===== src/rtl/ldtu_enc_pkg.sv =====
// Shared constants for the LiTe-DTU lossless encoder: word header codes,
// sync patterns, FSM state encoding and field-width helpers.
package ldtu_enc_pkg;

    localparam logic [1:0]  HDR_FULL_BAS = 2'b01;
    localparam logic [1:0]  HDR_PART_BAS = 2'b10;
    localparam logic [5:0]  HDR_PAIR     = 6'b001010;
    localparam logic [5:0]  HDR_SINGLE   = 6'b001011;

    localparam int          SYNC_W       = 13;
    localparam logic [12:0] SYNC         = 13'b0101010101010;
    localparam logic [12:0] HEADER_SYNCH = 13'b1111000001111;

    localparam int FULL_HDR_W = 2;
    localparam int PART_HDR_W = 8;
    localparam int SIG_HDR_W  = 6;

    localparam logic [1:0] ST_IDLE = 2'd0;
    localparam logic [1:0] ST_BAS  = 2'd1;
    localparam logic [1:0] ST_SIG1 = 2'd2;

    // Zero-pad width between a word header and its LSB-aligned payload.
    function automatic int pad_w(input int w_out, input int hdr_w, input int used_w);
        return w_out - hdr_w - used_w;
    endfunction

endpackage


===== src/rtl/ldtu_enc_ofifo.sv =====
// Output word FIFO with two ordered write ports and one read port. The head
// word is held in a register so it keeps its last value while empty.
module ldtu_enc_ofifo #(
    parameter int W     = 32,
    parameter int DEPTH = 8
) (
    input  logic                       clk,
    input  logic                       rst_b,
    input  logic                       wr_en0,
    input  logic [W-1:0]               wr_data0,
    input  logic                       wr_en1,
    input  logic [W-1:0]               wr_data1,
    input  logic                       rd_en,
    output logic [W-1:0]               rd_data,
    output logic                       not_empty,
    output logic [$clog2(DEPTH):0]     count,
    output logic [$clog2(DEPTH):0]     free
);

    localparam int AW = $clog2(DEPTH);
    localparam int CW = AW + 1;

    logic [W-1:0]  mem [DEPTH];
    logic [AW-1:0] wr_ptr_reg, wr_ptr_next, wr_ptr_plus1;
    logic [AW-1:0] rd_ptr_reg, rd_ptr_next;
    logic [CW-1:0] count_reg, count_next;
    logic [W-1:0]  data_reg, data_next;
    logic          pop;

    assign pop          = rd_en && (count_reg != '0);
    assign wr_ptr_plus1 = wr_ptr_reg + 1'b1;

    always_comb begin
        rd_ptr_next = rd_ptr_reg + AW'(pop);
        wr_ptr_next = wr_ptr_reg + AW'(wr_en0) + AW'(wr_en1);
        count_next  = count_reg - CW'(pop) + CW'(wr_en0) + CW'(wr_en1);
        data_next   = data_reg;
        // The new head may be a word being written this very cycle.
        if (count_next != '0) begin
            if (wr_en0 && (rd_ptr_next == wr_ptr_reg))
                data_next = wr_data0;
            else if (wr_en1 && (rd_ptr_next == wr_ptr_plus1))
                data_next = wr_data1;
            else
                data_next = mem[rd_ptr_next];
        end
    end

    always_ff @(posedge clk) begin
        if (wr_en0)
            mem[wr_ptr_reg] <= wr_data0;
        if (wr_en1)
            mem[wr_ptr_plus1] <= wr_data1;
    end

    always_ff @(posedge clk) begin
        if (!rst_b) begin
            wr_ptr_reg <= '0;
            rd_ptr_reg <= '0;
            count_reg  <= '0;
            data_reg   <= '0;
        end else begin
            wr_ptr_reg <= wr_ptr_next;
            rd_ptr_reg <= rd_ptr_next;
            count_reg  <= count_next;
            data_reg   <= data_next;
        end
    end

    assign rd_data   = data_reg;
    assign not_empty = (count_reg != '0);
    assign count     = count_reg;
    assign free      = CW'(DEPTH) - count_reg;

endmodule


===== src/rtl/ldtu_encoder_nch.sv =====
// LiTe-DTU next-generation lossless encoder: packs baseline and signal samples
// into output words, inserts orbit headers and buffers words for the serializer.
module ldtu_encoder_nch
    import ldtu_enc_pkg::*;
#(
    parameter int NB_SIG     = 13,
    parameter int NB_BAS     = 6,
    parameter int W_OUT      = 32,
    parameter int N_BAS      = 5,
    parameter int FIFO_DEPTH = 8
) (
    input  logic                          CLK,
    input  logic                          rst_b,
    input  logic [NB_SIG-1:0]             DATA_in,
    input  logic                          DATA_valid,
    input  logic                          baseline_flag,
    input  logic                          Orbit,
    input  logic                          Ready,
    output logic [W_OUT-1:0]              DATA_32,
    output logic                          Load,
    output logic                          Overflow,
    output logic [$clog2(FIFO_DEPTH):0]   Fill
);

    localparam int FW           = $clog2(FIFO_DEPTH) + 1;
    localparam int BAS_W        = N_BAS * NB_BAS;
    localparam int FULL_FIELD_W = pad_w(W_OUT, FULL_HDR_W, BAS_W) + BAS_W;
    localparam int PART_FIELD_W = pad_w(W_OUT, PART_HDR_W, BAS_W) + BAS_W;
    localparam int PAIR_FIELD_W = pad_w(W_OUT, SIG_HDR_W, 2 * NB_SIG) + 2 * NB_SIG;
    localparam int SYNC_FIELD_W = pad_w(W_OUT, SIG_HDR_W, SYNC_W + NB_SIG) + SYNC_W + NB_SIG;

    logic [1:0]        state_reg, state_next;
    logic [5:0]        cnt_reg, cnt_next;
    logic [BAS_W-1:0]  bas_reg, bas_next, bas_ins;
    logic [NB_SIG-1:0] sig_reg, sig_next;
    logic              overflow_reg, overflow_next;

    logic [W_OUT-1:0]  full_word, part_word, pair_word, single_word, hdr_word;
    logic [W_OUT-1:0]  word0, word1;
    logic [1:0]        n_push;
    logic              pop, accept, fifo_not_empty;
    logic [FW-1:0]     fifo_free, free_after, fifo_count;

    // Accumulator with the incoming baseline placed in slot cnt_reg.
    for (genvar gi = 0; gi < N_BAS; gi++) begin : g_bas_slot
        assign bas_ins[gi*NB_BAS +: NB_BAS] = (cnt_reg == 6'(gi)) ? DATA_in[NB_BAS-1:0]
                                                                  : bas_reg[gi*NB_BAS +: NB_BAS];
    end

    assign full_word   = {HDR_FULL_BAS, FULL_FIELD_W'(bas_ins)};
    assign part_word   = {HDR_PART_BAS, cnt_reg, PART_FIELD_W'(bas_reg)};
    assign pair_word   = {HDR_PAIR, PAIR_FIELD_W'({DATA_in, sig_reg})};
    assign single_word = {HDR_SINGLE, SYNC_FIELD_W'({SYNC, sig_reg})};
    assign hdr_word    = {HDR_SINGLE, SYNC_FIELD_W'({HEADER_SYNCH, {NB_SIG{1'b0}}})};

    always_comb begin
        state_next = state_reg;
        cnt_next   = cnt_reg;
        bas_next   = bas_reg;
        sig_next   = sig_reg;
        n_push     = 2'd0;
        word0      = '0;
        word1      = '0;
        if (Orbit) begin
            // Flush, then header; a same-cycle sample starts a fresh accumulator.
            if (state_reg == ST_BAS) begin
                word0  = part_word;
                word1  = hdr_word;
                n_push = 2'd2;
            end else if (state_reg == ST_SIG1) begin
                word0  = single_word;
                word1  = hdr_word;
                n_push = 2'd2;
            end else begin
                word0  = hdr_word;
                n_push = 2'd1;
            end
            state_next = ST_IDLE;
            cnt_next   = '0;
            bas_next   = '0;
            if (DATA_valid && baseline_flag) begin
                state_next = ST_BAS;
                cnt_next   = 6'd1;
                bas_next   = BAS_W'(DATA_in[NB_BAS-1:0]);
            end else if (DATA_valid) begin
                state_next = ST_SIG1;
                sig_next   = DATA_in;
            end
        end else if (DATA_valid) begin
            if (baseline_flag) begin
                if (state_reg == ST_SIG1) begin
                    word0      = single_word;
                    n_push     = 2'd1;
                    state_next = ST_BAS;
                    cnt_next   = 6'd1;
                    bas_next   = BAS_W'(DATA_in[NB_BAS-1:0]);
                end else if (cnt_reg == 6'(N_BAS - 1)) begin
                    word0      = full_word;
                    n_push     = 2'd1;
                    state_next = ST_IDLE;
                    cnt_next   = '0;
                    bas_next   = '0;
                end else begin
                    state_next = ST_BAS;
                    cnt_next   = cnt_reg + 6'd1;
                    bas_next   = bas_ins;
                end
            end else begin
                if (state_reg == ST_BAS) begin
                    word0      = part_word;
                    n_push     = 2'd1;
                    state_next = ST_SIG1;
                    cnt_next   = '0;
                    bas_next   = '0;
                    sig_next   = DATA_in;
                end else if (state_reg == ST_SIG1) begin
                    word0      = pair_word;
                    n_push     = 2'd1;
                    state_next = ST_IDLE;
                end else begin
                    state_next = ST_SIG1;
                    sig_next   = DATA_in;
                end
            end
        end
    end

    // All of a cycle's pushes are dropped together when they do not fit.
    assign pop           = fifo_not_empty && Ready;
    assign free_after    = fifo_free + FW'(pop);
    assign accept        = (FW'(n_push) <= free_after);
    assign overflow_next = overflow_reg | ~accept;

    always_ff @(posedge CLK) begin
        if (!rst_b) begin
            state_reg    <= ST_IDLE;
            cnt_reg      <= '0;
            bas_reg      <= '0;
            sig_reg      <= '0;
            overflow_reg <= 1'b0;
        end else begin
            state_reg    <= state_next;
            cnt_reg      <= cnt_next;
            bas_reg      <= bas_next;
            sig_reg      <= sig_next;
            overflow_reg <= overflow_next;
        end
    end

    ldtu_enc_ofifo #(
        .W     (W_OUT),
        .DEPTH (FIFO_DEPTH)
    ) u_ofifo (
        .clk       (CLK),
        .rst_b     (rst_b),
        .wr_en0    (accept && (n_push != 2'd0)),
        .wr_data0  (word0),
        .wr_en1    (accept && (n_push == 2'd2)),
        .wr_data1  (word1),
        .rd_en     (Ready),
        .rd_data   (DATA_32),
        .not_empty (fifo_not_empty),
        .count     (fifo_count),
        .free      (fifo_free)
    );

    assign Load     = fifo_not_empty;
    assign Overflow = overflow_reg;
    assign Fill     = fifo_count;

endmodule

===== config.mk =====
export PLATFORM = sky130hd
export DESIGN_NAME = ldtu_encoder_nch
export DESIGN_NICKNAME = d
export VERILOG_FILES = /design/src/rtl/ldtu_enc_pkg.sv /design/src/rtl/ldtu_enc_ofifo.sv /design/src/rtl/ldtu_encoder_nch.sv
export SDC_FILE = /design/constraint.sdc
export NUM_CORES = 1
export LEC_CHECK = 0
export BUFFER_PORTS_ARGS = -buffer_cell sky130_fd_sc_hd__clkbuf_2
export CAP_MARGIN = 10
export CORE_ASPECT_RATIO = 1.25
export CORE_MARGIN = 3
export CORE_UTILIZATION = 60
export DETAILED_ROUTE_END_ITERATION = 10
export PLACE_DENSITY = 0.8
export SYNTH_ARGS = -nofsm -noshare
export SYNTH_HDL_FRONTEND = slang
export SYNTH_SLANG_ARGS = --single-unit

===== constraint.sdc =====
create_clock -name CLK -period 5.9 [get_ports CLK]
set_input_delay 0.295 -clock CLK [delete_from_list [all_inputs] [get_ports CLK]]
set_output_delay 0.295 -clock CLK [all_outputs]
set_load 0.01 [all_outputs]

==> parameters.txt <==
Parameter                              Value

Routing
  Routed wire length    44640 um
  DRT antenna net count    0
  Detailed Routing Iterations Pass 1    7
  Wire length per cell    26.46 um
  First-iteration detailed-routing DRC count    1327
  Overall via count from detail_route    12080
  Final routed DRC violation total    0
  Vias per inst    7.159

Yosys
  Proportion of synthesized flip-flops having asynchronous set or reset    0%
  Synthesized Nets    1371
  Top area cells in the synthesized netlist    dfxtp_1 33%, edfxtp_1 17%, mux4_2 9.4%, a22o_1 8.7%, o21ai_0 3.8%
  Number of enable flip-flop cells after synthesis    88
  Top post-synthesis cells by count    256 x dfxtp_1, 153 x a22o_1, 115 x o21ai_0, 88 x edfxtp_1, 79 x clkbuf_1
  Synth Instances    1330
  Top FF cell, synth    dfxtp_1
  Post-synthesis area per instance    11.54 um^2
  Proportion of netlist area held by the largest area contributor    33.40%
  Yosys synthesis warning count    0
  Top-count cell post-synth    dfxtp_1
  Sequential cell area fraction in the yosys report    50.63%
  Yosys reg bits    344
  Number of different library cells in the post-synthesis netlist    65
  Library cell occupying the most area in the post-synthesis netlist    dfxtp_1
  Netlist Area Pre-Place    15340 um^2

CTS
  CTS tree    done
  Number of buffers created by CTS    34
  Clock latency at the later pin of the worst-skew pair    0.53 ns
  Deepest level of the CTS H-tree    2
  Number of resized instances in the post-cts repair step    0
  Number of setup buffers added after CTS    0
  Maximum clock insertion buffer count    3
  Number of sinks on the clock net    344
  Clock transition at the register clock pins on the worst setup and hold paths after CTS    0.06 ns
  Hold-fix buffer count after cts    0
  Clock tree root buffer cell    clkbuf_16

Die
  Effective utilization at floorplan    61.80%
  Count of boundary I/O pins    57
  Die X    149.0 um
  Num rows    64
  Area inside the core boundary    24820 um^2
  Die Span Y    184.8 um
  Die Outline Area    27540 um^2

Worst hold path
  Hold Crit Depth    3
  Hold/Removal Path Class    input pin to register
  HP Start    DATA_in[7]
  Endpoint, Worst Hold    sig_reg[7]$_SDFFE_PN0P_

GRT
  Number of antenna violations at the first check in global routing    0
  Global-route wire length before repair    69230 um
  Global-route usage over all layers    32.49%
  Overflow left after global routing    0
  Pin count of the biggest net entering global routing    52
  Vias in the first global route    11970

Cells and area
  Net count reported at finish    1372
  Ratio of cells with drive above 1 in the final layout    17.46%
  Flip-flop count of the largest register after layout    256
  Layout area overhead    10.37%
  Antenna diodes    0

Critical path
  Worst flop-to-flop path endpoint    u_ofifo.rd_data[22]$_SDFFE_PN0P_
  WP data arrival    5.84 ns
  Slowest CP cell    a221oi_1
  Delay of the slowest cell on the worst path    0.81 ns
  Crit Path Max Fanout    11
  Setup slack of the worst register-to-register path    0.40 ns
  Nature of the critical path endpoint    register
  Startpoint of the lowest-slack register-to-register path    cnt_reg[0]$_SDFFE_PN0P_
  Critical setup path kind    register to register
  Data required, critical path    6.24 ns
  CP Launch Type    register
  Crit path top cell by count    ha_1
  Cell breakdown of the critical path    inv_1 -> ha_1 -> or4b_4 -> nor3_2 -> o21ai_0 -> ha_1 -> nand2_1 -> o211ai_1 -> buf_4 -> o21ai_0 -> ha_1 -> inv_1 -> fa_1 -> and3b_1 -> or4_1 -> and3_1 -> a221oi_1 -> a221oi_1
  Depth of the worst register-to-register path    18

STA
  Number of slew-limit violations in the final report    0
  Skew final    0.03510 ns
  Count of final setup violators    0
  Setup repair after global routing missed its margin    no
  Setup TNS    0 ns
  Slew at the pin with the worst max-slew slack    1.087 ns
  Final hold violation count    0
  Highest clock rate    182.0 MHz
  Crit share post-route    93.15%
  Relative slew slack    27.27%
  Min Tclk post-route    5.496 ns
  Worst hold-check slack    0.02684 ns

Run
  Max-capacitance violation count    0

Place
  Placed wire-length estimate    28670 um
  Placer's final routability congestion estimate    0.9450
  Port Buffer Count    56

Pwr
  Total leakage power    0.006418 uW
  Pwr per Cell Area    471.3 nW/um^2
  Worst IR Drop VDD    0.3352 mV

Run status
  Run status    finished, final reports clean
==> cells in the final DEF (no fill, tap or decap), drive strengths merged, types with 16 or more instances in the layout <==
cell     count
a22oi       26
a221oi      27
o21ai      115
o2bb2ai     16
and2        17
buf         32
a21oi       20
nor2        61
nor2b       28
nand2       45
mux2i       27
a21o        21
ha          19
clkbuf     102
inv         36
o211ai      19
dfxtp      256
a22o       153
mux4        64
edfxtp      88
o31ai       20
==> report_power, final <==
group	leakage [uW]	switching, uW	internal (uW)	total [uW]
clock	0.000541	938	1230	2170
sequential	0.00294	147	2720	2860
combinational	0.00294	1890	1060	2950
total	0.00642	2970	5010	7980
==> worst max path at each step <==
stage / slack [ns] / from / cells past startpoint / to
6_report: 0.40 / cnt_reg[0]$_SDFFE_PN0P_ / 18 / u_ofifo.rd_data[22]$_SDFFE_PN0P_
5_1_grt: 0.09 / cnt_reg[0]$_SDFFE_PN0P_ / 18 / u_ofifo.rd_data[16]$_SDFFE_PN0P_
4_1_cts: 0.52 / cnt_reg[0]$_SDFFE_PN0P_ / 18 / u_ofifo.rd_data[22]$_SDFFE_PN0P_
3_5_place_dp: 0.56 / cnt_reg[0]$_SDFFE_PN0P_ / 18 / u_ofifo.rd_data[16]$_SDFFE_PN0P_
3_3_place_gp: 0.77 / cnt_reg[0]$_SDFFE_PN0P_ / 18 / u_ofifo.rd_data[29]$_SDFFE_PN0P_
2_1_floorplan: 0.96 / u_ofifo.count[2]$_SDFF_PN0_ / 23 / u_ofifo.rd_data[10]$_SDFFE_PN0P_
==> per-stage QoR <==
step / cells / util (%) / setup slack, ns / total power (uW) / cell area, um^2
5_1_grt: 1687 / 68.21 / 0.09103 / 8297 / 16930
3_3_place_gp: 1625 / 63.75 / 0.7665 / 5723 / 15820
4_1_cts: 1687 / 68.21 / 0.5227 / 7928 / 16930
6_report: 1687 / 68.21 / 0.4043 / 7980 / 16930
3_5_place_dp: 1625 / 63.75 / 0.5584 / 5793 / 15820
2_1_floorplan: 1330 / - / 0.9551 / 4877 / 15340
==> layout make-up <==
type	count	area [um^2]
Clock buffer	46	947.2
Clock inverter	16	161.4
Fill cell	1789	7891
Inverter	35	131.4
Multi-Input combinational cell	828	6992
Sequential cell	344	7767
Tap cell	330	412.9
Timing Repair Buffer	88	520.5
==> kinds of logic after synthesis <==
logic type	after synthesis	synth area share [%]
compound gates	471	22.92
flops	344	50.63
buf+inv	158	4.322
simple gates	223	7.756
mux	96	11.52
xor+xnor	16	0.9134
fa+ha+maj	22	1.941
==> critical path, delay by kind of cell (launching register included) <==
family	cells	cell delay [ns]
AOI/OAI and AO/OA	5	1.37
buffers and inverters	3	0.39
and+or+nand+nor	6	2.00
DFF	1	0.35
adders and majority gates	4	1.19
==> metal layers <==
metal	GRT usage [%]	part of all wire, %	vias to the layer above
met1	40.97	37	5966
li1	-	-	5133
met5	0	0	-
met4	18.68	6.2	0
met2	53.13	48	786
met3	5.580	9.0	192
No activity file was read; power rests on OpenSTA's default activity.
